==> src/rtl/disp_out_ctrl.sv <==
// -----------------------------------------------------------------------------
// disp_out_ctrl
//
// Display-output controller between the calculator's operand/result registers
// and the 7-segment decoders. NUM_CH channel values are held in a shadow
// register; channels are revealed progressively by the calculator stage, each
// hex digit gets a blanking bit, and all visible digits blink while an error
// is flagged. Every output is a flop clocked on the rising edge of clk.
//
// Parameters:
//   NUM_CH    - number of display channels (>= 2)
//   DATA_W    - bits per channel, multiple of 4; DIGITS = DATA_W/4
//   BLINK_DIV - clock cycles per blink half-period (>= 1)
//   SEL_W     - width of stage_i; 2**SEL_W must exceed NUM_CH
//
// Ports:
//   clk        - system clock, rising edge
//   rst_n      - asynchronous reset, active-low
//   stage_i    - reveal stage: k < NUM_CH shows channels 0..k, k >= NUM_CH
//                shows nothing
//   din_i      - channel values, channel i at din_i[i*DATA_W +: DATA_W]
//   din_vld_i  - capture din_i into the shadow register at the clock edge
//   err_i      - error flag; visible digits blink while high
//   dout_o     - displayed values, same packing as din_i
//   blank_o    - 1 = digit off; bit i*DIGITS+j is digit j of channel i
//   blink_ph_o - current blink phase, 1 = digits on
//
// Build option:
//   DISP_LZ_BLANK_EN - when defined, leading zero digits of visible channels
//                      are blanked (digit 0 always stays on).
// -----------------------------------------------------------------------------
module disp_out_ctrl #(
    parameter int unsigned NUM_CH    = 3,
    parameter int unsigned DATA_W    = 8,
    parameter int unsigned BLINK_DIV = 4,
    parameter int unsigned SEL_W     = 2
) (
    input  logic                             clk,
    input  logic                             rst_n,
    input  logic [SEL_W-1:0]                 stage_i,
    input  logic [NUM_CH*DATA_W-1:0]         din_i,
    input  logic                             din_vld_i,
    input  logic                             err_i,
    output logic [NUM_CH*DATA_W-1:0]         dout_o,
    output logic [NUM_CH*(DATA_W/4)-1:0]     blank_o,
    output logic                             blink_ph_o
);

    localparam int unsigned DIGITS = DATA_W / 4;
    localparam int unsigned CNT_W  = (BLINK_DIV > 1) ? $clog2(BLINK_DIV) : 1;
    localparam logic [CNT_W-1:0] CNT_MAX = CNT_W'(BLINK_DIV - 1);

    typedef enum logic [1:0] {
        StShow,
        StErrOn,
        StErrOff
    } blink_st_e;

    // -------------------------------------------------------------------------
    // State
    // -------------------------------------------------------------------------
    logic [NUM_CH*DATA_W-1:0]     shadow_q, shadow_d;
    logic [NUM_CH*DATA_W-1:0]     dout_q, dout_d;
    logic [NUM_CH*DIGITS-1:0]     blank_q, blank_d;
    blink_st_e                    state_q, state_d;
    logic [CNT_W-1:0]             cnt_q, cnt_d;
    logic                         blink_ph_q, blink_ph_d;

    // Combinational helpers
    logic [NUM_CH-1:0]            vis;
    logic [NUM_CH*DIGITS-1:0]     blank_pre;
    int unsigned                  stage_u;

    // -------------------------------------------------------------------------
    // Shadow register
    // -------------------------------------------------------------------------
    always_comb begin
        shadow_d = shadow_q;
        if (din_vld_i) begin
            shadow_d = din_i;
        end
    end

    // -------------------------------------------------------------------------
    // Blink FSM: err_i low always returns to StShow with the counter cleared.
    // -------------------------------------------------------------------------
    always_comb begin
        state_d = state_q;
        cnt_d   = cnt_q;
        if (!err_i) begin
            state_d = StShow;
            cnt_d   = '0;
        end else begin
            case (state_q)
                StShow: begin
                    state_d = StErrOn;
                    cnt_d   = '0;
                end
                StErrOn: begin
                    if (cnt_q == CNT_MAX) begin
                        state_d = StErrOff;
                        cnt_d   = '0;
                    end else begin
                        cnt_d = cnt_q + 1'b1;
                    end
                end
                StErrOff: begin
                    if (cnt_q == CNT_MAX) begin
                        state_d = StErrOn;
                        cnt_d   = '0;
                    end else begin
                        cnt_d = cnt_q + 1'b1;
                    end
                end
                default: begin
                    state_d = StShow;
                    cnt_d   = '0;
                end
            endcase
        end
        // Phase tracks the next state so blank_o and blink_ph_o change together.
        blink_ph_d = (state_d != StErrOff);
    end

    // -------------------------------------------------------------------------
    // Visibility: reserved stage values (>= NUM_CH) hide every channel.
    // -------------------------------------------------------------------------
    always_comb begin
        stage_u = 32'(stage_i);
        vis     = '0;
        for (int unsigned i = 0; i < NUM_CH; i++) begin
            vis[i] = (stage_u < NUM_CH) && (i <= stage_u);
        end
    end

    // -------------------------------------------------------------------------
    // Output data and blanking. Both use the shadow as it was before this edge,
    // so data captured together with a stage change shows one edge later.
    // -------------------------------------------------------------------------
`ifdef DISP_LZ_BLANK_EN
    logic hi_zero;
`endif

    always_comb begin
        dout_d    = '0;
        blank_pre = '1;
`ifdef DISP_LZ_BLANK_EN
        hi_zero   = 1'b0;
`endif
        for (int unsigned i = 0; i < NUM_CH; i++) begin
            if (vis[i]) begin
                dout_d[i*DATA_W +: DATA_W]    = shadow_q[i*DATA_W +: DATA_W];
                blank_pre[i*DIGITS +: DIGITS] = '0;
`ifdef DISP_LZ_BLANK_EN
                // Walk down from the top nibble; a digit is suppressed while
                // it and everything above it is zero. Digit 0 never is.
                hi_zero = 1'b1;
                for (int j = int'(DIGITS) - 1; j >= 1; j--) begin
                    hi_zero = hi_zero && (shadow_q[i*DATA_W + 4*j +: 4] == 4'h0);
                    blank_pre[i*DIGITS + j] = hi_zero;
                end
`endif
            end
        end
        // Blink mask applied last: off phase blanks every digit, dout untouched.
        blank_d = blink_ph_d ? blank_pre : '1;
    end

    // -------------------------------------------------------------------------
    // Registers
    // -------------------------------------------------------------------------
    always_ff @(posedge clk or negedge rst_n) begin
        if (!rst_n) begin
            shadow_q   <= '0;
            dout_q     <= '0;
            blank_q    <= '1;
            state_q    <= StShow;
            cnt_q      <= '0;
            blink_ph_q <= 1'b1;
        end else begin
            shadow_q   <= shadow_d;
            dout_q     <= dout_d;
            blank_q    <= blank_d;
            state_q    <= state_d;
            cnt_q      <= cnt_d;
            blink_ph_q <= blink_ph_d;
        end
    end

    assign dout_o     = dout_q;
    assign blank_o    = blank_q;
    assign blink_ph_o = blink_ph_q;

endmodule

==> config.mk <==
export PLATFORM = sky130hd
export DESIGN_NAME = disp_out_ctrl
export DESIGN_NICKNAME = d
export VERILOG_FILES = /design/src/rtl/disp_out_ctrl.sv
export SDC_FILE = /design/constraint.sdc
export NUM_CORES = 1
export LEC_CHECK = 0
export CELL_PAD_IN_SITES_DETAIL_PLACEMENT = 1
export CELL_PAD_IN_SITES_GLOBAL_PLACEMENT = 1
export CORE_MARGIN = 3
export CORE_UTILIZATION = 40
export CTS_CLUSTER_DIAMETER = 150
export CTS_CLUSTER_SIZE = 40
export DETAILED_ROUTE_END_ITERATION = 16
export PLACE_DENSITY_LB_ADDON = 0.1
export SETUP_SLACK_MARGIN = 0.15
export SLEW_MARGIN = 20
export SYNTH_ARGS = -nofsm -noshare
export SYNTH_HDL_FRONTEND = slang
export SYNTH_SLANG_ARGS = --single-unit
==> constraint.sdc <==
create_clock -name clk -period 2.3 [get_ports clk]
set_input_delay 0.345 -clock clk [delete_from_list [all_inputs] [get_ports clk]]
set_output_delay 0.345 -clock clk [all_outputs]
set_load 0.01 [all_outputs]
# After elaboration in Yosys (flattened, before gate mapping)
# Cells that the tools add are included.
classes:
  n_addsub: 1
  n_lt_le_gt_ge: 3
  eq_ne: 4
  muxes: 14
  n_reduce_logical: 4
ops:
  columns: ["cell", "count"]
  rows:
  - ["$mux 8", 3]
  - ["$mux 2", 9]
  - ["$mux 6", 1]
  - ["$pmux 2 s3", 1]
  - ["$eq 2x2->1 const B", 2]
  - ["$add 2x1->2 const B", 1]
  - ["$eq 2x1->1 const B", 1]
  - ["$le 1x2->1 const A", 1]
  - ["$le 2x2->1 const A", 1]
  - ["$logic_and 1x1->1", 2]
  - ["$logic_not 2->1", 1]
  - ["$lt 2x2->1 const B", 1]
  - ["$ne 2x2->1 const B", 1]
  - ["$reduce_or 2->1", 1]
word_totals:
  regBits: 59
  elab_cells: 32

# Depth between registers and ports, before layout
# Gate-level depths: netlist of the first run.
logic_depth:
  depth_word: 6
  mapped_depth: 5
  depth_no_buf: 5

# Worst setup path before layout of the first run
# OpenSTA, ideal clock, no wires.
synth_path:
  path_type: "reg-to-reg"
  start: "reg cnt_q[0]"
  end: "reg blink_ph_q, in the netlist blink_ph_o"
  setup_time_ns: 0.082
  arrival_time_ns: 1.086
  setup_slack_ns: 1.132
  path_stages_with_launch: 5
  path_buffers: 0
  path_cell_list: "dfrtp_1 ha_1 nor2b_1 o221ai_2 or2_1"
synth_between:
  elab_chain_len: 5
synth_lines:
  columns: ["element", "line", "source"]
  rows:
  - ["from (decl)", "66", "logic [CNT_W-1:0] cnt_q, cnt_d;"]
  - ["from (signal assigned)", "185", "cnt_q <= cnt_d;"]
  - ["$eq 2x2->1 *", "100, 108", null]
  - ["$mux 2, on equally long branches", "108, 100", null]
  - ["$pmux 2 s3 *", "94", "case (state_q)"]
  - ["$mux 2 *", "90", "if (!err_i) begin"]
  - ["$ne 2x2->1 *", "122", "blink_ph_d = (state_d != StErrOff);"]
  - ["named net blink_ph_d", "67", "logic blink_ph_q, blink_ph_d;"]
  - ["to (signal assigned)", "186", "blink_ph_q <= blink_ph_d;"]
  - ["to (decl)", "67", null]
# Mark *: on every way through the listed nets, which the timed path passes. The rest lies on a longest branch.
# A chain may end at the register's enable or synchronous reset.

==> results of run 1 <==
-- flip-flops by register name, indices dropped and copies added (netlist names) --
register / cells
dout_o: 24
shadow_q: 24
blank_o: 3
cnt_q: 2
state_q: 2
blink_ph_o: 1
-- metrics by stage --
| step | worst slack (ps) | utilization (%) | cells | area, um^2 |
|---|---|---|---|---|
| finish | 598 | 58.0 | 262 | 2810 |
| global route | 545 | 58.0 | 262 | 2810 |
| CTS | 585 | 58.0 | 262 | 2810 |
| detailed placement | 644 | 55.8 | 254 | 2700 |
| global placement | 676 | 55.8 | 254 | 2700 |
| floorplan | 1130 | - | 131 | 2070 |
-- area by class of cell --
cell class                 instances  area (um^2)
clock buffer                       6         72.6
clock inverter                     2         35.0
fill                             474         2040
inverter                           4         15.0
multi-input combinational         65          588
sequential                        56         1410
tap                               67         83.8
timing repair buffer              62          611
-- worst max path at each step --
stage,endpoint,slack (ps),cells past startpoint
final,blank_o[0],600,1
after global routing,blank_o[0],550,1
after global placement,blank_o[3],680,4
after detailed placement,blank_o[3],640,4
after floorplan,blink_ph_o,1130,4
after CTS,blank_o[0],590,1
-- kinds of logic (layout without fill, tap and decap cells) --
logic type               Yosys count  in the layout
buffers and inverters             10             74
AO/OA/AOI/OAI                      5              5
multiplexers                      24             24
AND/OR/NAND/NOR                   30             30
adder cells (fa/ha/maj)            6              6
flip-flops                        56             56
-- metal layers --
metal	up-vias	part of all wire [%]	wire length, um	global-route usage, %
li1	550	-	-	-
met1	603	38	1480	14.9
met2	37	55	2130	26.0
met3	2	6.2	241	4.29
met4	0	0.62	24	3.56
met5	-	0	0	0
-- cell usage after synthesis, drive strengths merged, types with 2 or more instances --
| library cell | n | area share, % |
|---|---|---|
| nor2b | 18 | 5.5 |
| ha | 6 | 3.6 |
| inv | 4 | 0.73 |
| buf | 6 | 2.7 |
| dfstp | 4 | 5.1 |
| o21bai | 2 | 0.73 |
| mux2 | 24 | 13 |
| dfrtp | 52 | 63 |
| and2 | 8 | 2.4 |
-- power by group through the flow --
stage,combinational (mW),clock (mW),sequential [mW]
floorplan,0.103,0,1.14
global placement,0.281,0,1.12
detailed placement,0.292,0,1.12
CTS,0.293,0.630,1.11
global route,0.308,0.675,1.12
finish,0.284,0.607,1.10
==> summary.txt, run 1 <==
Clock network
  • Total number of H-tree levels: 2
  • Clock latency on the worst-skew pair: 290 ps
  • TritonCTS clock tree: yes
  • Post-CTS Setup Inserts: 0
  • Hold-fix buffers, CTS: 0
  • CTS Buf Count: 5
  • Clock Pin Slew Worst Setup and Hold Paths: around 90 ps
  • Clk root buf: clkbuf_8
  • CTS max path bufs: 2
  • CTS Sinks: 56
  • Post-CTS sizing: 0

Setup path
  • Worst-path fanout max: 2
  • Worst Setup SP: blank_o[1]
  • Worst reg2reg startpoint: cnt_q[0]
  • Critical-path cell list: clkdlybuf4s50_1
  • Crit path kind: reg2out
  • CP Buf/Inv Count: 1
  • Setup crit start kind: register
  • Top delay family on crit path: flip-flops
  • Critical-path top delay cell: dfstp_2
  • Worst path arrival time: between 1000 and 1500 ps
  • Critical Path Sink Type: output pin
  • Critical Path RT: 1960 ps
  • RR Endpoint: blink_ph_o
  • Flop2flop setup slack: 990 ps
  • R2R depth: 4
  • Max stage delay on crit path: 540 ps

Routing
  • Drt total wl: 3880 um
  • Wirelength per Cell: 14.8 um
  • Vias per inst: 4.55
  • Drt initial violations: 30
  • Drt drc: 0
  • Antenna-violating nets left: 0
  • First-pass DRT Iterations: 2
  • DR vias: 1192

Yosys
  • Simple-gate share of the synthesized area: 9.21%
  • Synth Flop Type: dfrtp_1
  • Post-synthesis adder-cell area fraction: around 3.6%
  • Multiplexer area fraction after synthesis: around an eighth
  • Synth warn: 0
  • Syn nets: 167
  • Async set or reset register ratio after synthesis: 100%
  • Seq/Total Area, Yosys: 68.1%
  • Mapped Area: 2070 um^2
  • Synth Instances: 131
  • Yosys reg bits: between 50 and 60
  • XOR/XNOR Fraction of Synth Area: 0%
  • Synth Area in Compound Gates: under 10%
  • Synth Area per Inst: approximately 16 um^2
  • Post-synth EDFFs: 0
  • Largest family of logic cells by synthesized area: multiplexers
  • Post-synthesis cell type count: 18

Die
  • # rows: 25
  • Ports: 61
  • Die Y: approximately 80 um
  • Core box area: 4850 um^2
  • Initial Utilization: a little over two fifths
  • Full die area: 6060 um^2
  • Die extent in x: 77.9 um

STA
  • Final hold violation count: 0
  • Fmax: 588 MHz
  • Slew @ Worst Pin: 679 ps
  • Fin crit share: 74.0%
  • Hold slack: 165 ps
  • Max_slew headroom: 54.7%
  • Fin Setup TNS: 0 ps
  • RSZ-0062 raised after global routing: no
  • Final max-slew violation count: 0
  • Worst Skew: 4.41 ps
  • Final min period: 1700 ps
  • # setup viols final: 0

GRT
  • Initial antenna violation count: 0
  • Largest net degree at the start of global routing: 57
  • GRT Residual Overflow: 0
  • Global-route wire length before repair: 6600 um
  • GRT Util Overall: 13.8%
  • Vias in the first global route: 1365

Placement
  • GPL Wtd Cong: 0.690
  • I/O Buffers: 60
  • Dpl hpwl: just under 3000 um

Final layout
  • Commonest non-fill, non-tap cell in the layout: clkdlybuf4s50_1
  • Diode count: 0
  • Layout cell share with drive strength beyond 1: 21.0%
  • Area grow syn2layout: 36.1%
  • # nets final: 230
  • Commonest non-fill, non-tap cells in the layout: 59 x clkdlybuf4s50_1, 52 x dfrtp_1, 24 x mux2_2

Power
  • Pwr Total: between 1.5 and 2 mW
  • Clock Power Share: between 30 and 40%
  • Pwr dens: 710 nW/um^2
  • Static Leakage: about 1.2 nW
  • Sequential group share of total power: 55.3%
  • Internal Power: between 1.5 and 2 mW
  • Sw Share: between 20% and 30%
  • Max VDD drop: roughly 0.4 mV
  • Switching power: 0.424 mW
  • Combinational share of power: between 10 and 15%

Run status
  • Status: completed

Job
  • Max_cap viols: 0

Worst hold path
  • Worst hold-check path type: in2async
(Power assumes the default switching activity.)
==> run 2, diff against run 1 <==
Settings changed: CORE_UTILIZATION 40 to 37.
Clock period 2.3 ns to 1.8 ns, I/O delays scaled along.
==> run 2 against run 1 <==
Compared with the run above: first-iteration DRC count up 3.3%; largest cell class unchanged; largest power group unchanged; via count up 1.8%; utilization down 3.9 points; hold slack better by 280 ps; global-route usage down 1.0 points; sequential share of layout area down 0.35 points.
==> summary.txt, run 2 (synthesis gave the netlist of run 1 again) <==
Setup path
  • Critical Path Sink Type: output pin
  • Worst Setup SP: dout_o[12]
  • Max stage delay on crit path: 560 ps (+20 ps)
  • Worst-path fanout max: 1 (-1)
  • Worst reg2reg startpoint: cnt_q[0]
  • CP Buf/Inv Count: 1 (unchanged)
  • Setup crit start kind: register
  • Top delay family on crit path: buffers and inverters
  • Critical-path cell list: clkdlybuf4s50_1
  • Crit path kind: reg2out
  • Worst path arrival time: 1190 ps (-170 ps)
  • Critical Path RT: 1530 ps (-430 ps)
  • Critical-path top delay cell: clkdlybuf4s50_1

Clock network
  • Post-CTS Setup Inserts: 0 (unchanged)
  • CTS Buf Count: 5 (unchanged)
  • CTS max path bufs: 2 (unchanged)
  • Clk root buf: clkbuf_8
  • Clock Pin Slew Worst Setup and Hold Paths: 90 ps (about the same)
  • TritonCTS clock tree: yes
  • Clock latency on the worst-skew pair: 300 ps (about the same)
  • Total number of H-tree levels: 2 (unchanged)
  • CTS Sinks: 56 (unchanged)

Run status
  • Status: completed

STA
  • Slew @ Worst Pin: 530 ps (-149 ps)
  • Hold slack: 450 ps (+284 ps)
  • Final max-slew violation count: 0 (unchanged)
  • Final min period: 1460 ps
  • Fin crit share: 81.1%
  • Fin Setup TNS: 0 ps (unchanged)
  • RSZ-0062 raised after global routing: no
  • # setup viols final: 0 (unchanged)
  • Worst Skew: 5.68 ps (+1.26 ps)
  • Final hold violation count: 0 (unchanged)
  • Max_slew headroom: 64.7% (+9.9 points)
  • Final worst setup slack: 340 ps (-258 ps)
  • Fmax: 685 MHz

Power
  • Clock Power Share: 27.7% (-2.7 points)
  • Switching power: 0.546 mW (+29%)
  • Pwr dens: 867 nW/um^2 (+22%)
  • Static Leakage: 1.25 nW (+1.8%)
  • Sw Share: 22.2% (+0.98 points)
  • Max VDD drop: 0.391 mV (-4.5%)
  • Internal Power: 1.91 mW (+22%)
  • Sequential group share of total power: 57.4% (+2.1 points)
  • Pwr Total: 2.46 mW (+23%)
  • Combinational share of power: 14.9% (+0.7 points)

Die
  • Die Y: 80.7 um (+3.7%)
  • Core box area: 5240 um^2 (+8.0%)
  • # rows: 26 (+4.0%)
  • Ports: 61 (unchanged)
  • Die extent in x: 80.7 um (+3.7%)
  • Initial Utilization: 39.4% (-3.2 points)
  • Full die area: 6520 um^2 (+7.5%)

Routing
  • First-pass DRT Iterations: 4 (+2)
  • Drt drc: 0 (unchanged)
  • Wirelength per Cell: 14.6 um (-1.6%)
  • Drt total wl: 3870 um (about the same)
  • Vias per inst: 4.56 (+0.31%)
  • DR vias: 1214 (+1.8%)
  • Drt initial violations: 31 (+3.3%)
  • Antenna-violating nets left: 0 (unchanged)

Placement
  • Dpl hpwl: 2880 um (-1.8%)
  • I/O Buffers: 60 (unchanged)
  • GPL Wtd Cong: 0.694 (+0.55%)
  • DP Cell Count: 257 (+1.2%)
  • Post-DP Area: 2730 um^2 (+1.1%)
  • Pre-CTS WS: 273 ps (-372 ps)

Final layout
  • Layout Utilization: 54.1% (-3.9 points)
  • Layout cell share with drive strength beyond 1: 20.4% (-0.62 points)
  • Final-layout fill cell count: 534 (+13%)
  • Area grow syn2layout: 37.1%
  • Area of the multi-input gates: 588 um^2 (unchanged)
  • # nets final: 231 (+0.43%)
  • Commonest non-fill, non-tap cells in the layout: 52 x dfrtp_1, 52 x clkdlybuf4s50_1, 24 x mux2_2
  • Diode count: 0 (unchanged)
  • Finished Layout Cells: 266 (+1.5%)
  • Final Cell Area: 2830 um^2 (+0.71%)
  • FF+latch area: 1410 um^2 (unchanged)

GRT
  • Largest net degree at the start of global routing: 35 (-39%)
  • Initial antenna violation count: 0 (unchanged)
  • Global-route wire length before repair: 6150 um (-6.7%)
  • GRT Util Overall: 12.8% (-1.0 points)
  • Vias in the first global route: 1336 (-2.1%)
  • GRT Residual Overflow: 0 (unchanged)

Job
  • Max_cap viols: 0 (unchanged)

Worst hold path
  • Worst hold-check path type: reg2reg
  • HP Start: cnt_q[0]
run 2: routing by layer:
metal / global-route usage (%) / up-vias / part of all wire [%]
met5: 0 / - / 0
met4: 6.59 / 0 / 2.0
met3: 3.81 / 7 / 7.2
met2: 21.9 / 41 / 51
met1: 14.5 / 614 / 39
li1: - / 552 / -
run 2: worst reg2reg max path: stages (launching register included):
cell	delay, ps
dfrtp_1	390
ha_1	280
nor2b_1	170
o221ai_2	150
or2_1	230
run 2: power groups by stage:
stage | sequential (mW) | combinational, mW | clock, mW
5_1_grt | 1.42 | 0.399 | 0.762
3_3_place_gp | 1.43 | 0.369 | 0
3_5_place_dp | 1.44 | 0.381 | 0
2_1_floorplan | 1.45 | 0.132 | 0
4_1_cts | 1.41 | 0.376 | 0.717
6_report | 1.41 | 0.366 | 0.681
run 2: worst paths after layout:
path,cells after the start,endpoint,slack [ps]
max in group asynchronous,3,blink_ph_o,700
setup reg to reg,4,blink_ph_o,510
setup / recovery,1,dout_o[12],340
min in group asynchronous,2,cnt_q[1],470
hold reg to reg,1,cnt_q[0],450
hold / removal,1,cnt_q[0],450
run 2: final cells by class:
| cell class | instances | share of cell area [%] |
|---|---|---|
| Clock buffer | 8 | 3.18 |
| Tap cell | 70 | 3.09 |
| Multi-Input combinational cell | 65 | 20.8 |
| Sequential cell | 56 | 49.7 |
| Timing Repair Buffer | 63 | 22.8 |
| Inverter | 4 | 0.530 |
run 2: timing repair:
item / in CTS / in global routing
hold endpoints to repair: 22 / 0
setup endpoints to repair: 5 / 2
hold buffers: 1 / 0
resized for setup: 5 / 2
cloned: 0 / 0
